<file path="config.mk">
export PLATFORM = sky130hd
export DESIGN_NAME = lfsr_rng_bank
export DESIGN_NICKNAME = d
export VERILOG_FILES = /design/src/rtl/rng_pkg.sv /design/src/rtl/lfsr_core.sv /design/src/rtl/lfsr_rng_bank.sv
export SDC_FILE = /design/constraint.sdc
export NUM_CORES = 1
export LEC_CHECK = 0
export ABC_CLOCK_PERIOD_IN_PS = 5000
export CAP_MARGIN = 20
export CORE_UTILIZATION = 54
export DETAILED_ROUTE_END_ITERATION = 6
export PLACE_DENSITY = 0.81
export SKIP_CTS_REPAIR_TIMING = 1
export SKIP_LAST_GASP = 1
export SLEW_MARGIN = 5
export SYNTH_ARGS = -nofsm -noshare
export SYNTH_HDL_FRONTEND = slang
export SYNTH_HIERARCHICAL = 1
export SYNTH_SLANG_ARGS = --single-unit
</file>
<file path="constraint.sdc">
create_clock -name clk_i -period 5 [get_ports clk_i]
set_clock_uncertainty 0.15 [all_clocks]
set_input_delay 0.75 -clock clk_i [delete_from_list [all_inputs] [get_ports clk_i]]
set_output_delay 0.75 -clock clk_i [all_outputs]
set_load 0.03 [all_outputs]
</file>
<file path="src/rtl/rng_pkg.sv">
// Shared types and helpers for the multi-channel LFSR random source.
// Latency: n/a (types and constant functions only).
// Backpressure: n/a.
package rng_pkg;

    // Draw modes as carried on req_mode_i.
    typedef enum logic [1:0] {
        RAW     = 2'd0,
        BOUNDED = 2'd1,
        BERN    = 2'd2,
        RAW_ALT = 2'd3
    } rng_mode_e;

    // Request-serving FSM states.
    typedef enum logic [1:0] {
        IDLE = 2'd0,
        DRAW = 2'd1,
        RESP = 2'd2
    } rng_state_e;

    // Galois feedback taps for each supported width (maximal-length).
    function automatic logic [31:0] rng_tap(input int unsigned w);
        case (w)
            8:       rng_tap = 32'h0000_00B8;
            16:      rng_tap = 32'h0000_B400;
            24:      rng_tap = 32'h00E1_0000;
            default: rng_tap = 32'h8020_0003;
        endcase
    endfunction

    // Smallest all-ones mask covering bound-1, i.e. 2^ceil(log2(bound)) - 1.
    // Smearing the leading one of bound-1 downwards gives exactly that mask.
    // Only meaningful for bound >= 2; the caller handles 0 and 1 separately.
    function automatic logic [31:0] rng_mask(input logic [31:0] bound);
        logic [31:0] m;
        m = bound - 32'd1;
        m = m | (m >> 1);
        m = m | (m >> 2);
        m = m | (m >> 4);
        m = m | (m >> 8);
        m = m | (m >> 16);
        return m;
    endfunction

endpackage

</file>
<file path="src/rtl/lfsr_core.sv">
// One free-running Galois LFSR channel with synchronous load and optional zero guard.
// Latency: state updates every clock; a load appears on state_o one cycle later.
// Backpressure: none, the channel never stalls.
//
// Ports: clk_i/rst_i clock and async active-high reset; load_i/load_val_i replace
// the step with a load; load_eff_o is the value a load would actually write
// (after the zero guard); state_o is the current register.
// Build option RNG_ZERO_GUARD_EN: a zero load (seed or reset) becomes all-ones.
module lfsr_core
    import rng_pkg::*;
#(
    parameter int unsigned  W       = 8,
    parameter logic [W-1:0] RST_VAL = '0
) (
    input  logic         clk_i,
    input  logic         rst_i,
    input  logic         load_i,
    input  logic [W-1:0] load_val_i,
    output logic [W-1:0] load_eff_o,
    output logic [W-1:0] state_o
);

    localparam logic [W-1:0] TAP = W'(rng_tap(W));

`ifdef RNG_ZERO_GUARD_EN
    // Zero is the one state a Galois LFSR can never leave; substitute all-ones.
    localparam logic [W-1:0] RST_EFF = (RST_VAL == '0) ? '1 : RST_VAL;
    assign load_eff_o = (load_val_i == '0) ? '1 : load_val_i;
`else
    localparam logic [W-1:0] RST_EFF = RST_VAL;
    assign load_eff_o = load_val_i;
`endif

    logic [W-1:0] state_q, state_d;

    always_comb begin
        state_d = (state_q >> 1) ^ (state_q[0] ? TAP : '0);
        if (load_i) begin
            state_d = load_eff_o;
        end
    end

    always_ff @(posedge clk_i or posedge rst_i) begin
        if (rst_i) begin
            state_q <= RST_EFF;
        end else begin
            state_q <= state_d;
        end
    end

    assign state_o = state_q;

endmodule

</file>
<file path="src/rtl/lfsr_rng_bank.sv">
// Bank of N_CH LFSRs serving raw / bounded (rejection) / Bernoulli draws.
// Latency: response valid 2 cycles after the request handshake, +1 per rejection.
// Backpressure: one request in flight; req_ready_o low until the response is taken.
//
// Ports: clk_i, rst_i (async active-high); seed_valid_i/seed_i reseed every
// channel (channel c gets seed rotated left by c); req_* is the draw request
// (channel, mode, bound/threshold); rsp_* is the held response; rand_o exposes
// every channel state, channel c at [c*W +: W].
// Build option RNG_ZERO_GUARD_EN: zero loads become all-ones in every channel.
module lfsr_rng_bank
    import rng_pkg::*;
#(
    parameter int unsigned  W          = 8,
    parameter int unsigned  N_CH       = 4,
    parameter int unsigned  MAX_TRY    = 4,
    parameter logic [W-1:0] RESET_SEED = W'(8'h26),
    localparam int unsigned CH_W       = (N_CH > 1) ? $clog2(N_CH) : 1
) (
    input  logic                clk_i,
    input  logic                rst_i,
    input  logic                seed_valid_i,
    input  logic [W-1:0]        seed_i,
    input  logic                req_valid_i,
    output logic                req_ready_o,
    input  logic [CH_W-1:0]     req_ch_i,
    input  logic [1:0]          req_mode_i,
    input  logic [W-1:0]        req_bound_i,
    output logic                rsp_valid_o,
    input  logic                rsp_ready_i,
    output logic [W-1:0]        rsp_data_o,
    output logic                rsp_fallback_o,
    output logic [N_CH*W-1:0]   rand_o
);

    localparam int unsigned     TRY_W    = (MAX_TRY > 1) ? $clog2(MAX_TRY) : 1;
    localparam logic [TRY_W-1:0] LAST_TRY = TRY_W'(MAX_TRY - 1);

    if (!(W == 8 || W == 16 || W == 24 || W == 32)) begin : g_bad_w
        $error("lfsr_rng_bank: W must be 8, 16, 24 or 32");
    end
    if (N_CH < 1) begin : g_bad_nch
        $error("lfsr_rng_bank: N_CH must be at least 1");
    end
    if (MAX_TRY < 1) begin : g_bad_try
        $error("lfsr_rng_bank: MAX_TRY must be at least 1");
    end

    function automatic logic [W-1:0] rotl(input logic [W-1:0] v, input int unsigned n);
        return (v << n) | (v >> ((W - n) % W));
    endfunction

    // ------------------------------------------------------------------
    // Channels
    // ------------------------------------------------------------------
    logic [N_CH-1:0][W-1:0] ch_state;
    logic [N_CH-1:0][W-1:0] ch_load;

    for (genvar c = 0; c < N_CH; c++) begin : g_ch
        localparam int unsigned ROT = c % W;

        lfsr_core #(
            .W       (W),
            .RST_VAL (rotl(RESET_SEED, ROT))
        ) u_core (
            .clk_i      (clk_i),
            .rst_i      (rst_i),
            .load_i     (seed_valid_i),
            .load_val_i (rotl(seed_i, ROT)),
            .load_eff_o (ch_load[c]),
            .state_o    (ch_state[c])
        );
    end

    assign rand_o = ch_state;

    // ------------------------------------------------------------------
    // FSM and mode datapath
    // ------------------------------------------------------------------
    rng_state_e       state_q, state_d;
    rng_mode_e        mode_q, mode_d;
    logic [CH_W-1:0]  ch_q, ch_d;
    logic [W-1:0]     bound_q, bound_d;
    logic [W-1:0]     data_q, data_d;
    logic             fb_q, fb_d;
    logic [TRY_W-1:0] try_q, try_d;

    logic [W-1:0]     sample;
    logic [W-1:0]     mask;
    logic [W-1:0]     masked;

    // A reseed landing on the sampling edge wins: the draw sees the value
    // being loaded, so it is consistent with what rand_o shows next cycle.
    always_comb begin
        sample = '0;
        for (int c = 0; c < N_CH; c++) begin
            if (ch_q == CH_W'(c)) begin
                sample = seed_valid_i ? ch_load[c] : ch_state[c];
            end
        end
    end

    assign mask   = W'(rng_mask(32'(bound_q)));
    assign masked = sample & mask;

    always_comb begin
        state_d     = state_q;
        mode_d      = mode_q;
        ch_d        = ch_q;
        bound_d     = bound_q;
        data_d      = data_q;
        fb_d        = fb_q;
        try_d       = try_q;
        req_ready_o = 1'b0;

        case (state_q)
            IDLE: begin
                // A reseed cycle holds off new requests.
                req_ready_o = !seed_valid_i;
                if (req_valid_i && !seed_valid_i) begin
                    mode_d  = rng_mode_e'(req_mode_i);
                    ch_d    = (32'(req_ch_i) < N_CH) ? req_ch_i : '0;
                    bound_d = req_bound_i;
                    try_d   = '0;
                    fb_d    = 1'b0;
                    state_d = DRAW;
                end
            end

            DRAW: begin
                case (mode_q)
                    BERN: begin
                        data_d  = {{(W-1){1'b0}}, (sample < bound_q)};
                        state_d = RESP;
                    end
                    BOUNDED: begin
                        if (bound_q <= W'(1)) begin
                            data_d  = '0;
                            state_d = RESP;
                        // A zero state is a locked channel with no entropy;
                        // it is always rejected so the result is flagged.
                        end else if ((masked < bound_q) && (sample != '0)) begin
                            data_d  = masked;
                            state_d = RESP;
                        end else if (try_q == LAST_TRY) begin
                            // masked <= 2*bound-1, so halving lands inside range.
                            data_d  = masked >> 1;
                            fb_d    = 1'b1;
                            state_d = RESP;
                        end else begin
                            try_d = try_q + 1'b1;
                        end
                    end
                    default: begin
                        data_d  = sample;
                        state_d = RESP;
                    end
                endcase
            end

            RESP: begin
                if (rsp_ready_i) begin
                    state_d = IDLE;
                end
            end

            default: begin
                state_d = IDLE;
            end
        endcase
    end

    always_ff @(posedge clk_i or posedge rst_i) begin
        if (rst_i) begin
            state_q <= IDLE;
            mode_q  <= RAW;
            ch_q    <= '0;
            bound_q <= '0;
            data_q  <= '0;
            fb_q    <= 1'b0;
            try_q   <= '0;
        end else begin
            state_q <= state_d;
            mode_q  <= mode_d;
            ch_q    <= ch_d;
            bound_q <= bound_d;
            data_q  <= data_d;
            fb_q    <= fb_d;
            try_q   <= try_d;
        end
    end

    assign rsp_valid_o    = (state_q == RESP);
    assign rsp_data_o     = data_q;
    assign rsp_fallback_o = fb_q;

endmodule

</file>
==> metrics <==
status=completed; Root Driver=clkbuf_8; Clock Latency Late Sink=0.34 ns; min-delay src=rsp_data_o[6]; Crit Reg-Reg Startpoint=bound_q[0]; initial antenna violation count=0; PD cells=606 nW/um2; worst setup margin=0.506 ns; Starting Density=0.566; Worst R2R Setup Slack=about 0.51 ns; dpl ws=0.205 ns; max cap viols=0; HP Class=reg2reg; antenna diode count=0; WL/cell=19.5 um; share of cells above drive strength 1=0.223; DR pass1 iterations=7; DRC=0; Core Box Area=roughly 7400 um2; Int Pwr=roughly 1.7 mW; worst hold endpoint=rsp_data_o[6]; Syn-to-layout area delta=18.0%; total wire length=about 10000 um; H-tree Lvls=3; IO Pins=68; register area share after synthesis=0.346; Via-to-Cell Ratio=around 6.1; crit start category=flip-flop; clk buf depth=2; Post-Synth Simple-Gate Area=0.130; dominant cell type by area after synthesis=dfrtp_1; Sw Share=0.443; Fillers=roughly 570; setup_tns=0 ns; IO buf count=67; final non-filler cell total=between 500 and 600; worst vdd ir=252 uV; top layer in use=met4; Via Count=~3.3k; f_max=223 MHz; DRT antenna net count=0; routed wl met3=between 700 and 800 um; CP Capture Type=flip-flop; most common cell in the netlist=dfrtp_1; commonest cells in the netlist=dfrtp_1, buf_4, nand2_1; Tcrit/Tclk final=0.899; die area=8070 um2; Synth Instances=394; clock slew at reported path FFs=~0.060 ns; P_leak=2.15 nW; Max-slew headroom=0.494; main combinational cell family by area after synthesis=multiplexers; Ys Warns=6; fin area=4920 um2; Final Total Pwr=2.98 mW; HPWL Detailed=7750 um; number of global-route vias before repair=3370; CP Max Fanout=17; top cell type's share of synthesized area=0.270; critical path class=reg2reg; Die X=89.9 um; CTS buffer count=9; XOR/XNOR share of the synthesized area=0.0273; CTS tree=done; mux contribution to synthesized area=0.196; first-pass GRT wire length=around 17000 um; DR WL met2=5110 um; fin crit period=around 4.5 ns; Async SR Flop Fraction=1.00; Synth Net Count=438; placed cells=between 500 and 600; Yosys cell types=65; adder-cell area share of the yosys netlist=0.0570; final setup violating endpoints=0; Synth area leaders=dfrtp_1, dfstp_2, buf_4; synthesized area per cell=10.6 um2; critical path arrival=approximately 4.6 ns; Synth Area in Compound Gates=0.129; routability congestion estimate=0.930; #FFs+latches synth=57; number of enable-type register cells in the synthesized netlist=0; RSZ-0062 raised after global routing=false; DR iter-0 viols=211; Syn Std Cell Area=4170 um2; nets@finish=480; Main synth FF type=dfrtp_1; r2r endpoint=rsp_data_o[4]; cell area after placement=4670 um2; wire length on met1=4210 um; CP required=5.09 ns; final hold viol count=0; grt total ovfl=0; Seq pwr share=0.265; Switch Pwr=1.32 mW; largest net degree at the start of global routing=27; Core Rows=31; Worst Hold Depth=2; Final Max Slew Viols=0; cells on worst reg2reg path=16; Comb pwr share=0.579; clock sink count=57; Die Y=89.9 um; worst slew pin tran=0.759 ns; Clk pwr share=0.155; GR Util All Layers=0.274
## worst max-delay path: stages (launching register included)
cell and delay (ns):
dfrtp_1 0.58, inv_1 0.08, ha_1 0.28, o21bai_1 0.25, a211o_1 0.38, a31oi_4 0.27
nand2_1 0.12, and2_1 0.19, ha_1 0.30, a21o_1 0.16, a21o_1 0.17, a21oi_1 0.14
nand2_1 0.14, or3_1 0.32, o21a_1 0.39, nand2b_1 0.25, o31ai_1 0.20
## cell type report
| type | instances | area [um2] | area share |
|---|---|---|---|
| sequential | 57 | 1440 | 0.293 |
| multi-input combinational | 263 | 2250 | 0.457 |
| clock buffer | 13 | 179 | 0.0364 |
| tap | 99 | 124 | 0.0252 |
| timing repair buffer | 83 | 806 | 0.164 |
| clock inverter | 2 | 35.0 | 0.00713 |
| inverter | 22 | 82.6 | 0.0168 |
## kinds of logic after synthesis
kind of cell               after synthesis
and+or+nand+nor                         94
buffers and inverters                   74
adders and majority gates               19
muxes                                   61
DFF                                     57
AOI/OAI and AO/OA                       76
xor gates and xnor gates                13
## metrics by stage
stage / hold slack, ns / utilization
finish: 0.325 / 0.667
global placement: 0.315 / 0.634
detailed placement: 0.321 / 0.634
CTS: 0.335 / 0.663
floorplan: 0.305 / -
global route: 0.381 / 0.667
## sequential cells by signal, indices dropped and copies added, names as in the netlist
register             flops
ch_q                     2
state_q                  2
mode_q                   2
g_ch.u_core/state_o     32
try_q                    2
rsp_data_o               8
bound_q                  8
rsp_fallback_o           1
## power groups by stage
stage	Clock, mW	Sequential (mW)	Combinational (mW)
finish	0.463	0.791	1.73
global route	0.497	0.817	1.86
CTS	0.472	0.788	1.70
detailed placement	0	0.792	1.69
global placement	0	0.785	1.64
floorplan	0	0.795	1.25
## how the worst max path moves through the flow
stage                            start       endpoint  slack (ns)  depth (start not counted)
after detailed placement     seed_i[2]  rsp_data_o[4]        0.20                         15
after CTS                   bound_q[0]  rsp_data_o[4]        0.53                         16
final                       bound_q[0]  rsp_data_o[4]        0.51                         16
after global routing        bound_q[0]  rsp_data_o[4]        0.23                         16
after floorplan           seed_valid_i  rsp_data_o[3]        0.83                         16
after global placement       seed_i[2]  rsp_data_o[4]        0.34                         15
## placed cells by master, fill, tap and decap left out, types with 3 or more instances in the layout
cell type / count
ha_1: 19
nor2_1: 8
buf_4: 15
o31ai_1: 4
a21o_1: 6
mux2_2: 18
a21boi_0: 3
nor4_1: 6
nand4_1: 5
clkdlybuf4s50_1: 66
mux4_2: 8
nand2b_1: 6
o21ai_1: 12
o22ai_1: 3
a21oi_1: 12
clkbuf_8: 13
nand3_1: 3
dfrtp_1: 45
mux2_4: 16
nor3_1: 8
and2_1: 7
nor3b_1: 4
o21ai_0: 7
o21bai_1: 4
mux2i_1: 18
xnor2_1: 13
dfstp_2: 12
inv_1: 22
a211oi_1: 3
nand2_1: 30
## metal layers
| layer | vias up | track usage |
|---|---|---|
| li1 | 1480 | - |
| met1 | 1610 | 0.334 |
| met2 | 180 | 0.447 |
| met3 | 35 | 0.0668 |
| met4 | 0 | 0.147 |
| met5 | - | 0 |
Note: power is estimated with default switching activity, not from simulation.
